--- src/rtl/trace_pkg.sv ---
// Shared definitions for the scope trace path: screen geometry, acquisition
// FSM encoding (also decoded by the drawer's status logic) and row scaling.
package trace_pkg;

   localparam int NPOINTS  = 160;
   localparam int SCREEN_H = 120;
   localparam int ROW_MAX  = SCREEN_H - 1;

   typedef enum logic [2:0] {
      ST_IDLE      = 3'd0,
      ST_WAIT_LOW  = 3'd1,
      ST_WAIT_RISE = 3'd2,
      ST_CAPTURE   = 3'd3,
      ST_READY     = 3'd4
   } state_t;

   // 7-bit sample code to screen row; full-scale input lands on the top row.
   function automatic logic [7:0] scale_row(input logic [6:0] s);
      logic [10:0] prod;
      prod = {4'd0, s} * 11'd15;
      return 8'(ROW_MAX) - {1'b0, prod[10:4]};
   endfunction

endpackage

--- src/rtl/trace_capture_if.sv ---
// ADC sample stream and drawer read/handoff bus of the trace capture block.
interface trace_capture_if #(
   parameter int SAMPLE_W = 14
) ();
   logic                adc_valid;
   logic [SAMPLE_W-1:0] adc_data;
   logic [7:0]          rd_addr;
   logic [7:0]          rd_data;
   logic                frame_ready;
   logic                draw_done;

   modport slave (
      input  adc_valid, adc_data, rd_addr, draw_done,
      output rd_data, frame_ready
   );

   modport master (
      output adc_valid, adc_data, rd_addr, draw_done,
      input  rd_data, frame_ready
   );
endinterface

--- src/rtl/trace_ram.sv ---
// Trace buffer: simple dual-port RAM, one synchronous write port and one
// registered read port; out-of-range reads return 0.
module trace_ram #(
   parameter int DEPTH = trace_pkg::NPOINTS
) (
   input  logic       clk,
   input  logic       reset,
   input  logic       we,
   input  logic [7:0] wr_addr,
   input  logic [7:0] wr_data,
   input  logic [7:0] rd_addr,
   output logic [7:0] rd_data
);
   logic [7:0] mem_r [DEPTH];

   // Write port; the array has no reset so it maps onto block RAM.
   always_ff @(posedge clk) begin
      if (we && (wr_addr < 8'(DEPTH))) begin
         mem_r[wr_addr] <= wr_data;
      end
   end

   // Registered read port.
   always_ff @(posedge clk) begin
      if (reset) begin
         rd_data <= 8'd0;
      end else if (rd_addr < 8'(DEPTH)) begin
         rd_data <= mem_r[rd_addr];
      end else begin
         rd_data <= 8'd0;
      end
   end
endmodule

--- src/rtl/trace_capture.sv ---
// Acquisition side of the scope trace path: rising-edge trigger with auto
// timeout, decimation, row scaling and frame handoff to the trace drawer.
module trace_capture #(
   parameter int SAMPLE_W = 14,
   parameter int NPOINTS  = trace_pkg::NPOINTS,
   parameter int TIMEOUT  = 4096
) (
   input  logic                clk,
   input  logic                reset,
   input  logic                run,
   input  logic [SAMPLE_W-1:0] trig_level,
   input  logic [7:0]          decim,
   output logic                capturing,
   output logic                auto_trig,
   trace_capture_if.slave      bus
);
   import trace_pkg::*;

   localparam int               TMO_W     = $clog2(TIMEOUT);
   localparam logic [TMO_W-1:0] TMO_LAST  = TMO_W'(TIMEOUT - 1);
   localparam logic [7:0]       ADDR_LAST = 8'(NPOINTS - 1);

   state_t            state_r, state_s;
   logic [7:0]        wr_addr_r, wr_addr_s;
   logic [7:0]        dec_r, dec_s;
   logic [TMO_W-1:0]  tmo_r, tmo_s;
   logic              auto_r, auto_s;
   logic              frame_ready_r, capturing_r;
   logic              trig_s, we_s;
   logic [7:0]        wa_s, row_s;

   assign row_s = scale_row(bus.adc_data[SAMPLE_W-1 -: 7]);

   // Next-state, counter and write-port decode.
   always_comb begin
      state_s   = state_r;
      wr_addr_s = wr_addr_r;
      dec_s     = dec_r;
      tmo_s     = tmo_r;
      auto_s    = auto_r;
      trig_s    = 1'b0;
      we_s      = 1'b0;
      wa_s      = wr_addr_r;
      case (state_r)
         ST_IDLE: begin
            tmo_s  = {TMO_W{1'b0}};
            auto_s = 1'b0;
            if (run) begin
               state_s = ST_WAIT_LOW;
            end else begin
               state_s = ST_IDLE;
            end
         end
         ST_WAIT_LOW, ST_WAIT_RISE: begin
            if (bus.adc_valid) begin
               // A genuine crossing on the timeout sample wins over the forced trigger.
               if ((state_r == ST_WAIT_RISE) && (bus.adc_data >= trig_level)) begin
                  trig_s = 1'b1;
               end else if (tmo_r == TMO_LAST) begin
                  trig_s = 1'b1;
                  auto_s = 1'b1;
               end else begin
                  tmo_s = tmo_r + TMO_W'(1);
                  if ((state_r == ST_WAIT_LOW) && (bus.adc_data < trig_level)) begin
                     state_s = ST_WAIT_RISE;
                  end else begin
                     state_s = state_r;
                  end
               end
               if (trig_s) begin
                  we_s      = 1'b1;
                  wa_s      = 8'd0;
                  wr_addr_s = 8'd1;
                  dec_s     = decim;
                  tmo_s     = {TMO_W{1'b0}};
                  state_s   = ST_CAPTURE;
               end else begin
                  we_s = 1'b0;
               end
            end else begin
               state_s = state_r;
            end
         end
         ST_CAPTURE: begin
            if (bus.adc_valid) begin
               if (dec_r == 8'd0) begin
                  we_s      = 1'b1;
                  wa_s      = wr_addr_r;
                  wr_addr_s = wr_addr_r + 8'd1;
                  dec_s     = decim;
                  if (wr_addr_r == ADDR_LAST) begin
                     state_s = ST_READY;
                  end else begin
                     state_s = ST_CAPTURE;
                  end
               end else begin
                  dec_s = dec_r - 8'd1;
               end
            end else begin
               dec_s = dec_r;
            end
         end
         ST_READY: begin
            if (bus.draw_done) begin
               auto_s = 1'b0;
               if (run) begin
                  state_s = ST_WAIT_LOW;
               end else begin
                  state_s = ST_IDLE;
               end
            end else begin
               state_s = ST_READY;
            end
         end
         default: begin
            state_s = ST_IDLE;
         end
      endcase
   end

   // State, counters and registered status outputs.
   always_ff @(posedge clk) begin
      if (reset) begin
         state_r       <= ST_IDLE;
         wr_addr_r     <= 8'd0;
         dec_r         <= 8'd0;
         tmo_r         <= {TMO_W{1'b0}};
         auto_r        <= 1'b0;
         frame_ready_r <= 1'b0;
         capturing_r   <= 1'b0;
      end else begin
         state_r       <= state_s;
         wr_addr_r     <= wr_addr_s;
         dec_r         <= dec_s;
         tmo_r         <= tmo_s;
         auto_r        <= auto_s;
         frame_ready_r <= (state_s == ST_READY);
         capturing_r   <= (state_s == ST_CAPTURE);
      end
   end

   assign capturing       = capturing_r;
   assign auto_trig       = auto_r;
   assign bus.frame_ready = frame_ready_r;

   trace_ram #(
      .DEPTH (NPOINTS)
   ) u_ram (
      .clk     (clk),
      .reset   (reset),
      .we      (we_s),
      .wr_addr (wa_s),
      .wr_data (row_s),
      .rd_addr (bus.rd_addr),
      .rd_data (bus.rd_data)
   );
endmodule

--- src/flat_wrapper.sv ---
// flat-port wrapper written by rule: the top's interface ports become plain ports
module trace_capture_flat import trace_pkg::*;
#(
   parameter int SAMPLE_W = 14,
   parameter int NPOINTS  = trace_pkg::NPOINTS,
   parameter int TIMEOUT  = 4096
)
  (clk, reset, run, trig_level, decim, capturing, auto_trig, bus_adc_valid, bus_adc_data, bus_rd_addr, bus_draw_done, bus_rd_data, bus_frame_ready);
  trace_capture_if #(.SAMPLE_W(SAMPLE_W)) bus_i ();
  input  logic clk;
  input  logic reset;
  input  logic run;
  input  logic [SAMPLE_W-1:0] trig_level;
  input  logic [7:0] decim;
  output logic capturing;
  output logic auto_trig;
  input wire logic [$bits(bus_i.adc_valid)-1:0] bus_adc_valid;
  input wire logic [$bits(bus_i.adc_data)-1:0] bus_adc_data;
  input wire logic [$bits(bus_i.rd_addr)-1:0] bus_rd_addr;
  input wire logic [$bits(bus_i.draw_done)-1:0] bus_draw_done;
  output wire logic [$bits(bus_i.rd_data)-1:0] bus_rd_data;
  output wire logic [$bits(bus_i.frame_ready)-1:0] bus_frame_ready;
  assign bus_i.adc_valid = bus_adc_valid;
  assign bus_i.adc_data = bus_adc_data;
  assign bus_i.rd_addr = bus_rd_addr;
  assign bus_i.draw_done = bus_draw_done;
  assign bus_rd_data = bus_i.rd_data;
  assign bus_frame_ready = bus_i.frame_ready;
  trace_capture #(.SAMPLE_W(SAMPLE_W), .NPOINTS(NPOINTS), .TIMEOUT(TIMEOUT)) u_core (.clk(clk), .reset(reset), .run(run), .trig_level(trig_level), .decim(decim), .capturing(capturing), .auto_trig(auto_trig), .bus(bus_i));
endmodule
--- config.mk ---
export PLATFORM = sky130hd
export DESIGN_NAME = trace_capture_flat
export DESIGN_NICKNAME = d
export VERILOG_FILES = /design/src/rtl/trace_pkg.sv /design/src/rtl/trace_capture_if.sv /design/src/rtl/trace_ram.sv /design/src/rtl/trace_capture.sv /design/src/flat_wrapper.sv
export SDC_FILE = /design/constraint.sdc
export NUM_CORES = 1
export LEC_CHECK = 0
export BUFFER_PORTS_ARGS = -buffer_cell sky130_fd_sc_hd__buf_2
export CAP_MARGIN = 20
export CELL_PAD_IN_SITES_DETAIL_PLACEMENT = 1
export CELL_PAD_IN_SITES_GLOBAL_PLACEMENT = 1
export CORE_MARGIN = 3
export CORE_UTILIZATION = 29
export CTS_CLUSTER_SIZE = 14
export DETAILED_ROUTE_END_ITERATION = 8
export PLACE_DENSITY_LB_ADDON = 0.1
export SLEW_MARGIN = 20
export SYNTH_ARGS = -nofsm -noshare
export SYNTH_HDL_FRONTEND = slang
export SYNTH_SLANG_ARGS = --single-unit
--- constraint.sdc ---
create_clock -name clk -period 22.4 [get_ports clk]
set_input_delay 2.24 -clock clk [delete_from_list [all_inputs] [get_ports clk]]
set_output_delay 2.24 -clock clk [all_outputs]
set_load 0.03 [all_outputs]
# Yosys cells after proc, flatten, opt, wreduce, memory -nomap -nowiden
# Memory sizes are Yosys's and may differ from the RTL's. A register that Yosys moved wholly into a read port is not among the register bits.
# Index checks and enable logic that the tools add are counted.
# totals
reg_bits,34
latchBits,0
ramBits,1280
romBits,0
input_bits,49
output_inout_bits,11
word_cells,94
n_memories,1
# mem_list
name,depth,word_bits,read_ports,rd_clocked_by_memory_dff,wr,line,text
u_core.u_ram.mem_r,160,8,1,1,1,trace_ram.sv:14,logic [7:0] mem_r [DEPTH];
# op_classes
addsub,4
multipliers,1
div,0
n_lt_le_gt_ge,4
n_eq_ne,17
shift,0
n_mux,45
bitwise,1
n_reduce_logical,14
# op_table
op,n
$mux 8,11
$mux 12,4
$pmux 8 s2,2
$mux 3,9
$pmux 12 s2,1
$lt 8x8->1 const B,2
$mux 1,15
$ge 14x14->1,1
$lt 14x14->1,1
$add 12x1->12 const B,1
$eq 12x12->1 const B,1
$pmux 3 s4,1
$mul 7x4->11 const B,1
$ne 2x2->1 const B,5
$reduce_and 5->1,2
$eq 3x2->1 const B,3
$add 8x1->8 const B,1
$eq 8x8->1 const B,1
$logic_not 8->1,1
$reduce_and 4->1,2
$sub 7x7->8 const A,1
$sub 8x1->8 const B,1
$eq 3x3->1 const B,2
$ne 3x3->1 const B,2
10 further kinds,15

# Depth between registers and ports, before layout
# Gate-level depths: netlist of the first run.
# logic_depth
ltp_word,12
depth_mapped,13
mapped_depth_nobuf,13

# Cells and area by module
# From an unflattened synthesis of the first run, not the netlist that was laid out.
# hier_totals
hier_cells,2923
hier_area_um2,53319.9
# by_module_without_submodules
module,instances,cells_each,area_per_inst_um2,seq_area_each_um2
trace_ram,1,2555,50312.0,38597.0
trace_capture,1,368,3007.9,680.7

# Worst setup path after synthesis of the first run
# No wires, ideal clock.
# synth_path
path_kind,input to register
from,input port bus_adc_data[11]
to,"memory u_core.u_ram.mem_r[0][5], data pin"
setup_time_ns,1.107
t_arrival_ns,11.734
required_time_ns,21.293
path_slack_ns,9.559
stages,13
n_path_buf,0
path_cell_list,inv_1 -> fa_1 -> fa_1 -> inv_1 -> ha_1 -> o21ai_0 -> nor2_1 -> nor2_1 -> nor2b_1 -> nor2_1 -> xnor2_1 -> ha_1 -> xnor2_1
# synth_between
elab_chain_len,2
# synth_rtl
item,line,text
"start, declared",flat_wrapper.sv:18,input wire logic [$bits(bus_i.adc_data)-1:0] bus_adc_data;
$mul 7x4->11,trace_pkg.sv:20,"prod = {4'd0, s} * 11'd15;"
$sub 7x7->8,trace_pkg.sv:21,"return 8'(ROW_MAX) - {1'b0, prod[10:4]};"
net u_core.row_s[5],trace_capture.sv:30,"logic [7:0] wa_s, row_s;"
"end, declared",trace_ram.sv:14,
# The timed path passes the listed nets, and every way through them passes these cells.

# Worst setup path after layout of the first run
# layout_path
from,input port bus_adc_data[10]
to,"memory u_core.u_ram.mem_r[37][7], data pin"
# Same word-level chain as after synthesis.

==> results of run 1 <==
## cells in the final DEF (no fill, tap or decap), drive strengths merged, types with 43 or more instances in the layout
cell / Yosys / routed
nor2: 63 / 63
a21oi: 53 / 53
mux4: 325 / 325
clkbuf: 60 / 190
clkinv: 1 / 76
edfxtp: 1280 / 1280
inv: 37 / 43
mux2i: 63 / 63
buf: 113 / 189
a22oi: 60 / 60
nor4: 165 / 165
nand2: 72 / 72
## power by group
group	total, W	switching, W	internal, W
Combinational	0.000893	0.000757	0.000137
Clock	0.00250	0.00103	0.00147
Sequential	0.00329	0.00000352	0.00329
## metrics by stage
step	worst slack (ns)	power [W]	instances
finish	15.83	0.00669	5448
global placement	14.96	0.00422	5154
CTS	15.74	0.00681	5444
global route	15.40	0.00696	5444
detailed placement	14.91	0.00428	5156
floorplan	9.56	0.00389	2691
## registers in the layout, summed over array words and instances (netlist names)
register,flops
u_core.auto_trig,1
u_core.bus.frame_ready,1
u_core.capturing,1
u_core.dec_r,8
u_core.state_r,3
u_core.tmo_r,12
u_core.u_ram.mem_r,1280
u_core.u_ram.rd_data,8
u_core.wr_addr_r,8
## tightest hold or removal path: stages, from the launching register on
cell and delay (ns):
sky130_fd_sc_hd__dfxtp_1 0.32, sky130_fd_sc_hd__o21ai_0 0.07, sky130_fd_sc_hd__a21oi_1 0.06
## final cells by class
class	count	share of cell area (%)
flip-flops and latches	1322	61.8
multi-input cells	1158	23.2
clock buffers	190	6.47
well taps	2449	4.82
repair buffers	189	2.09
clock inverters	98	1.46
inverters	38	0.230
diodes	4	0.0157
## logic make-up after synthesis
group                    after synthesis  share of synthesized area, %
AO/OA/AOI/OAI                        249                          3.31
AND/OR/NAND/NOR                      445                          4.57
multiplexers                         400                          15.2
adder cells (fa/ha/maj)               42                          1.13
XOR/XNOR                              22                         0.361
buffers and inverters                211                          1.83
flip-flops                          1322                          73.6
## routing by layer
metal / GRT usage [%] / share of wire [%] / vias to the layer above
met5: 0 / 0.029 / -
met4: 5.36 / 2.7 / 6
met3: 2.82 / 3.7 / 204
met2: 28.3 / 50 / 555
met1: 22.4 / 44 / 15100
li1: - / - / 11800
## worst max path at each step
stage,startpoint,endpoint,slack (ns),cells after the start
floorplan,bus_adc_data[11],u_core.u_ram.mem_r[0][5],9.56,13
global placement,bus_adc_data[11],u_core.u_ram.mem_r[63][6],14.96,14
detailed placement,bus_adc_data[11],u_core.u_ram.mem_r[52][6],14.91,14
CTS,bus_adc_data[11],u_core.u_ram.mem_r[44][6],15.74,14
global route,bus_adc_data[10],u_core.u_ram.mem_r[37][7],15.40,15
finish,bus_adc_data[10],u_core.u_ram.mem_r[37][7],15.83,15
==> impl_table.tex, run 1 <==
\begin{tabular}{lr}
\hline
Metric & Value \\
\hline
\multicolumn{2}{l}{\textbf{Finish}} \\
\quad Share of post-route cells with drive strength above 1 & approximately 31\% \\
\quad Layout area overhead & 19.3\% \\
\quad Post-route standard cell area excluding fillers & 63600 µm² \\
\quad Final core area utilization & approximately a third \\
\quad Fillcell total & between 15000 and 20000 \\
\quad Area used by sequential logic in the layout & approximately 39000 µm² \\
\quad NumNets Final & around 3000 \\
\quad Area of the multi-input gates & 14700 µm² \\
\multicolumn{2}{l}{\textbf{Hold path}} \\
\quad Hold path cells & 2 \\
\quad Worst min-delay path endpoint & u\_core.dec\_r[6] \\
\quad Launch instance of the worst min-delay path & u\_core.dec\_r[6] \\
\quad Hold Path Class & reg -> reg \\
\multicolumn{2}{l}{\textbf{Die}} \\
\quad Die extent in y & 435 µm \\
\quad Row cnt & $\sim$160 \\
\quad Placeable core region & $\sim$180000 µm² \\
\quad Io pins & 60 \\
\quad Starting utilization of the core area & 29.4\% \\
\quad Die area & 189000 µm² \\
\quad Die width & $\sim$430 µm \\
\multicolumn{2}{l}{\textbf{Logic synthesis}} \\
\quad Yosys warnings & 0 \\
\quad Number of distinct library cells after synthesis & 74 \\
\quad Cell area after technology mapping & $\sim$53000 µm² \\
\quad Largest cells by area after synthesis & sky130\_fd\_sc\_hd\_\_edfxtp\_1 72\%, sky130\_fd\_sc\_hd\_\_mux4\_2 14\%, sky130\_fd\_sc\_hd\_\_nor4\_1 1.9\% \\
\quad Synthesized area per cell & slightly below 20 µm² \\
\quad Most instantiated library cell after synthesis & sky130\_fd\_sc\_hd\_\_edfxtp\_1 \\
\quad Post-synth net total & around 2800 \\
\quad Leading cell types by count after synthesis & 1280 x sky130\_fd\_sc\_hd\_\_edfxtp\_1, 325 x sky130\_fd\_sc\_hd\_\_mux4\_2, 165 x sky130\_fd\_sc\_hd\_\_nor4\_1 \\
\quad Ys async rst share & 0\% \\
\quad Number of standard cells after synthesis & 2691 \\
\quad Cell taking the most area after synthesis & sky130\_fd\_sc\_hd\_\_edfxtp\_1 \\
\quad Most used flip-flop cell after synthesis & sky130\_fd\_sc\_hd\_\_edfxtp\_1 \\
\quad Post-synth top area share & a little over 70\% \\
\quad Flop and latch count out of synthesis & 1322 \\
\quad Register area share after synthesis & 73.6\% \\
\quad Count of flip-flops with a built-in enable after synthesis & between 1000 and 1500 \\
\multicolumn{2}{l}{\textbf{Placement}} \\
\quad Global placer's final weighted congestion & about 0.77 \\
\quad Placed Instance Area & 58200 µm² \\
\quad Input/output buffers & slightly below 60 \\
\quad Final HPWL DP & about 100000 µm \\
\multicolumn{2}{l}{\textbf{GRT}} \\
\quad Global Route Usage Sum & between 10\% and 20\% \\
\quad Maximum number of pins on one net before global-route repair & 105 \\
\quad Initial antenna violation count & 11 \\
\quad Number of global-route vias before repair & 29800 \\
\quad Global-route wire length before repair & 229000 µm \\
\quad Remaining global-route overflow & 0 \\
\multicolumn{2}{l}{\textbf{Worst setup path}} \\
\quad Flop-to-flop setup slack & 17.87 ns \\
\quad Highest fanout seen on the critical path & 84 \\
\quad CP dominant cell by count & sky130\_fd\_sc\_hd\_\_nor2\_1 \\
\quad Reg2Reg Depth & 7 \\
\quad Slowest cell on the critical path & sky130\_fd\_sc\_hd\_\_and3\_4 \\
\quad R2r endpoint & u\_core.u\_ram.mem\_r[0][0] \\
\quad Required time at the endpoint of the critical path & about 23 ns \\
\quad Slowest Stage Delay on Critical Path & approximately 0.83 ns \\
\quad Cells along the critical path & buf\_2 -> inv\_1 -> fa\_1 -> fa\_1 -> inv\_1 -> ha\_1 -> o21ai\_0 -> nor2\_1 -> nor2\_1 -> nor2b\_1 -> nor2\_1 -> xnor2\_2 -> ha\_1 -> and3\_4 -> buf\_4 \\
\quad Type of destination of the critical path & flop \\
\quad Start of the worst register-to-register path & u\_core.tmo\_r[7] \\
\quad Crit path launch type & input port \\
\quad CP Class & in -> reg \\
\quad Kind of cell with the highest combined delay on the critical path & adder cells \\
\quad Worst endpoint data arrival time & between 7 and 8 ns \\
\quad CP bufs+invs & 4 \\
\multicolumn{2}{l}{\textbf{Status}} \\
\quad Outcome & complete, no violations \\
\multicolumn{2}{l}{\textbf{Route}} \\
\quad Via count normalized by instance count & 5.07 \\
\quad Post-detailed-route wirelength per cell & approximately 29 µm \\
\quad Routed vias & roughly 28000 \\
\quad DRC marker count from the first detailed-route iteration & between 2000 and 2500 \\
\quad Post-route ant nets & 0 \\
\quad Sum of routed wire length over all layers & $\sim$160000 µm \\
\quad Drt drc & 0 \\
\quad First-pass iteration count of the detailed router & 5 \\
\multicolumn{2}{l}{\textbf{STA}} \\
\quad RSZ-0062 raised after global routing & false \\
\quad Worst setup skew after layout & approximately 0.023 ns \\
\quad Final hold vios & 0 \\
\quad Number of failing setup endpoints in the final timing report & 0 \\
\quad Normalized max-slew margin & roughly 27\% \\
\quad Post-Route Setup TNS & 0 ns \\
\quad Max-slew violation total from the final report & 0 \\
\quad Hold WS & around 0.50 ns \\
\quad Worst-margin pin slew & 1.08 ns \\
\quad Ratio of final minimum period to clock period & 29.3\% \\
\quad Highest achievable clock rate & roughly 150 MHz \\
\quad Clock period minus worst slack & roughly 6.6 ns \\
\multicolumn{2}{l}{\textbf{Clocking}} \\
\quad Post-CTS setup-driven buffer insertion count & 0 \\
\quad Sinks on the clock net & between 1000 and 1500 \\
\quad Latest clock arrival within the worst-skew pair & about 0.8 ns \\
\quad Number of buffers inserted by hold repair at cts & 0 \\
\quad Count of H-tree levels built during CTS & 4 \\
\quad Max Root-Sink Buffers & 3 \\
\quad Post\_cts resized & 0 \\
\quad Number of CTS-inserted buffers & about 160 \\
\quad Root Driver & sky130\_fd\_sc\_hd\_\_clkbuf\_16 \\
\quad Clock transition at the register clock pins on the worst setup and hold paths after CTS & roughly 0.050 ns \\
\quad TritonCTS clock tree & built \\
\multicolumn{2}{l}{\textbf{Run}} \\
\quad Maxcap violations & 0 \\
\multicolumn{2}{l}{\textbf{Pwr}} \\
\quad Standby leakage power & about 19 nW \\
\quad Worst-case vdd ir drop & around 140 µV \\
\quad PwrDens & roughly 110 nW/µm² \\
\hline
\end{tabular}
Power figures use the tool's default switching activity.
==> run 2: changes to the inputs <==
==> constraint.sdc (replaced) <==
create_clock -name clk -period 6.8 [get_ports clk]
set_input_delay 0.68 -clock clk [delete_from_list [all_inputs] [get_ports clk]]
set_output_delay 0.68 -clock clk [all_outputs]
set_load 0.03 [all_outputs]
==> run 2 against run 1 <==
  * Clock power grew to 3.3 times the previous value
  * Wire length shrank 1.1%
  * Critical path depth grew 1
  * Largest cell class unchanged
  * Setup slack lost 14 ns
==> impl_table.tex, run 2 (synthesis gave the netlist of run 1 again) <==
\begin{tabular}{lr}
\hline
Metric & Value \\
\hline
\multicolumn{2}{l}{\textbf{GRT}} \\
\quad Maximum number of pins on one net before global-route repair & $\sim$160 \\
\quad Global-route wire length before repair & 227000 µm \\
\quad Number of global-route vias before repair & just under 30000 \\
\quad Remaining global-route overflow & 0 \\
\quad Initial antenna violation count & 11 \\
\quad Global Route Usage Sum & about 17\% \\
\multicolumn{2}{l}{\textbf{STA}} \\
\quad Post-Route Setup TNS & 0 ns \\
\quad RSZ-0062 raised after global routing & false \\
\quad Normalized max-slew margin & approximately 26\% \\
\quad Highest achievable clock rate & 217 MHz \\
\quad Worst-margin pin slew & between 1 and 1.5 ns \\
\quad Final hold vios & 0 \\
\quad Ratio of final minimum period to clock period & 67.9\% \\
\quad Clock period minus worst slack & 4.62 ns \\
\quad Max-slew violation total from the final report & 0 \\
\quad Worst setup skew after layout & 0.0434 ns \\
\quad Number of failing setup endpoints in the final timing report & 0 \\
\multicolumn{2}{l}{\textbf{Worst setup path}} \\
\quad CP Class & in -> reg \\
\quad Crit path launch type & input port \\
\quad Highest fanout seen on the critical path & between 40 and 50 \\
\quad Required time at the endpoint of the critical path & 7.33 ns \\
\quad Slowest cell on the critical path & sky130\_fd\_sc\_hd\_\_fa\_1 \\
\quad Slowest Stage Delay on Critical Path & a little under 0.5 ns \\
\quad Type of destination of the critical path & flop \\
\quad CP bufs+invs & 5 \\
\quad Worst endpoint data arrival time & around 5.2 ns \\
\quad CP dominant cell by count & sky130\_fd\_sc\_hd\_\_nor2\_1 \\
\quad Cells along the critical path & buf\_2 -> inv\_1 -> fa\_1 -> fa\_1 -> inv\_1 -> ha\_1 -> o21ai\_0 -> nor2\_1 -> nor2\_1 -> nor2b\_1 -> nor2\_1 -> xnor2\_4 -> ha\_1 -> xnor2\_4 -> buf\_4 -> buf\_4 \\
\quad Kind of cell with the highest combined delay on the critical path & adder cells \\
\multicolumn{2}{l}{\textbf{Hold path}} \\
\quad Hold Path Class & in -> reg \\
\multicolumn{2}{l}{\textbf{Die}} \\
\quad Row cnt & roughly 160 \\
\quad Starting utilization of the core area & between 20\% and 30\% \\
\quad Die area & 189000 µm² \\
\quad Io pins & 60 \\
\quad Placeable core region & roughly 180000 µm² \\
\quad Die width & around 430 µm \\
\quad Die extent in y & approximately 430 µm \\
\multicolumn{2}{l}{\textbf{Finish}} \\
\quad Fillcell total & about 18000 \\
\quad Share of post-route cells with drive strength above 1 & a little under a third \\
\quad Area used by sequential logic in the layout & slightly below 40000 µm² \\
\quad Layout area overhead & 19.6\% \\
\quad Max reg flops & 1280 \\
\quad Largest reg by FF count & u\_core.u\_ram.mem\_r \\
\quad Most frequent cells in the layout & 1280 x sky130\_fd\_sc\_hd\_\_edfxtp\_1, 325 x sky130\_fd\_sc\_hd\_\_mux4\_2, 156 x sky130\_fd\_sc\_hd\_\_clkbuf\_16 \\
\quad Regs by FF count & u\_core.u\_ram.mem\_r: 1280 flops, u\_core.tmo\_r: 12 flops \\
\quad NumNets Final & about 2900 \\
\quad Area of the multi-input gates & 14900 µm² \\
\quad Final core area utilization & 35.1\% \\
\quad Most common library cell in the layout ignoring fill and taps & sky130\_fd\_sc\_hd\_\_edfxtp\_1 \\
\multicolumn{2}{l}{\textbf{Route}} \\
\quad Routed vias & 27400 \\
\quad Sum of routed wire length over all layers & 159000 µm \\
\quad First-pass iteration count of the detailed router & 5 \\
\quad Post-route ant nets & 0 \\
\quad DRC marker count from the first detailed-route iteration & about 2000 \\
\quad Drt drc & 0 \\
\quad Via count normalized by instance count & 5.06 \\
\quad Post-detailed-route wirelength per cell & a little under 30 µm \\
\multicolumn{2}{l}{\textbf{Clocking}} \\
\quad TritonCTS clock tree & built \\
\quad Root Driver & sky130\_fd\_sc\_hd\_\_clkbuf\_16 \\
\quad Post-CTS setup-driven buffer insertion count & 0 \\
\quad Count of H-tree levels built during CTS & 4 \\
\quad Post\_cts resized & 0 \\
\quad Sinks on the clock net & 1322 \\
\quad Latest clock arrival within the worst-skew pair & $\sim$0.80 ns \\
\quad Clock transition at the register clock pins on the worst setup and hold paths after CTS & $\sim$0.060 ns \\
\quad Number of buffers inserted by hold repair at cts & 0 \\
\quad Number of CTS-inserted buffers & about 150 \\
\quad Max Root-Sink Buffers & 3 \\
\multicolumn{2}{l}{\textbf{Placement}} \\
\quad Final HPWL DP & around 98000 µm \\
\quad Input/output buffers & 59 \\
\quad Global placer's final weighted congestion & about 0.76 \\
\multicolumn{2}{l}{\textbf{Pwr}} \\
\quad Worst-case vdd ir drop & about 770 µV \\
\quad PwrDens & approximately 340 nW/µm² \\
\quad Standby leakage power & 19.0 nW \\
\multicolumn{2}{l}{\textbf{Status}} \\
\quad Outcome & complete, no violations \\
\multicolumn{2}{l}{\textbf{Run}} \\
\quad Maxcap violations & 0 \\
\hline
\end{tabular}
-- run 2: final timing paths --
| path | start | slack (ns) | endpoint | depth (start not counted) |
|---|---|---|---|---|
| max | bus_adc_data[10] | 2.18 | u_core.u_ram.mem_r[108][5] | 16 |
| min | decim[3] | 0.26 | u_core.dec_r[3] | 4 |
| max reg2reg | u_core.dec_r[0] | 2.61 | u_core.u_ram.mem_r[56][7] | 9 |
| min reg2reg | u_core.dec_r[6] | 0.50 | u_core.dec_r[6] | 2 |
-- run 2: per-layer routing --
layer / global-route usage (%) / share of wire, % / vias to the layer above
li1: - / - / 11700
met1: 22.5 / 44 / 15000
met2: 28.1 / 50 / 542
met3: 2.44 / 3.7 / 206
met4: 4.51 / 2.5 / 2
met5: 0 / 0.0044 / -
-- run 2: cell type report --
| cell class | count | area share, % |
|---|---|---|
| diodes | 1 | 0.00392 |
| clock buffers | 199 | 6.56 |
| clock inverters | 77 | 1.23 |
| inverters | 38 | 0.232 |
| multi-input cells | 1158 | 23.3 |
| flip-flops and latches | 1322 | 61.6 |
| well taps | 2449 | 4.80 |
| repair buffers | 178 | 2.24 |
-- run 2: per-stage QoR --
step | worst slack [ns] | area, µm² | cells | power (W) | hold slack, ns
6_report | 2.18 | 63800 | 5422 | 0.0220 | 0.264
5_1_grt | 1.94 | 63800 | 5422 | 0.0229 | 0.227
4_1_cts | 2.07 | 63400 | 5420 | 0.0224 | 0.181
3_5_place_dp | 1.39 | 58400 | 5144 | 0.0142 | 0.486
3_3_place_gp | 1.41 | 57900 | 5143 | 0.0140 | 0.475
2_1_floorplan | 0.189 | 53400 | 2691 | 0.0126 | 0.457
-- run 2: tightest hold or removal path, cell delays in order --
cell and delay, ns:
sky130_fd_sc_hd__buf_2 0.10, sky130_fd_sc_hd__nand2_1 0.05, sky130_fd_sc_hd__a21o_1 0.12, sky130_fd_sc_hd__a21oi_1 0.06
-- run 2: power breakdown --
| part | internal [W] | total, W | switching, W |
|---|---|---|---|
| sequential | 0.0108 | 0.0108 | 0.0000120 |
| combinational | 0.000514 | 0.00302 | 0.00251 |
| clock | 0.00477 | 0.00813 | 0.00336 |
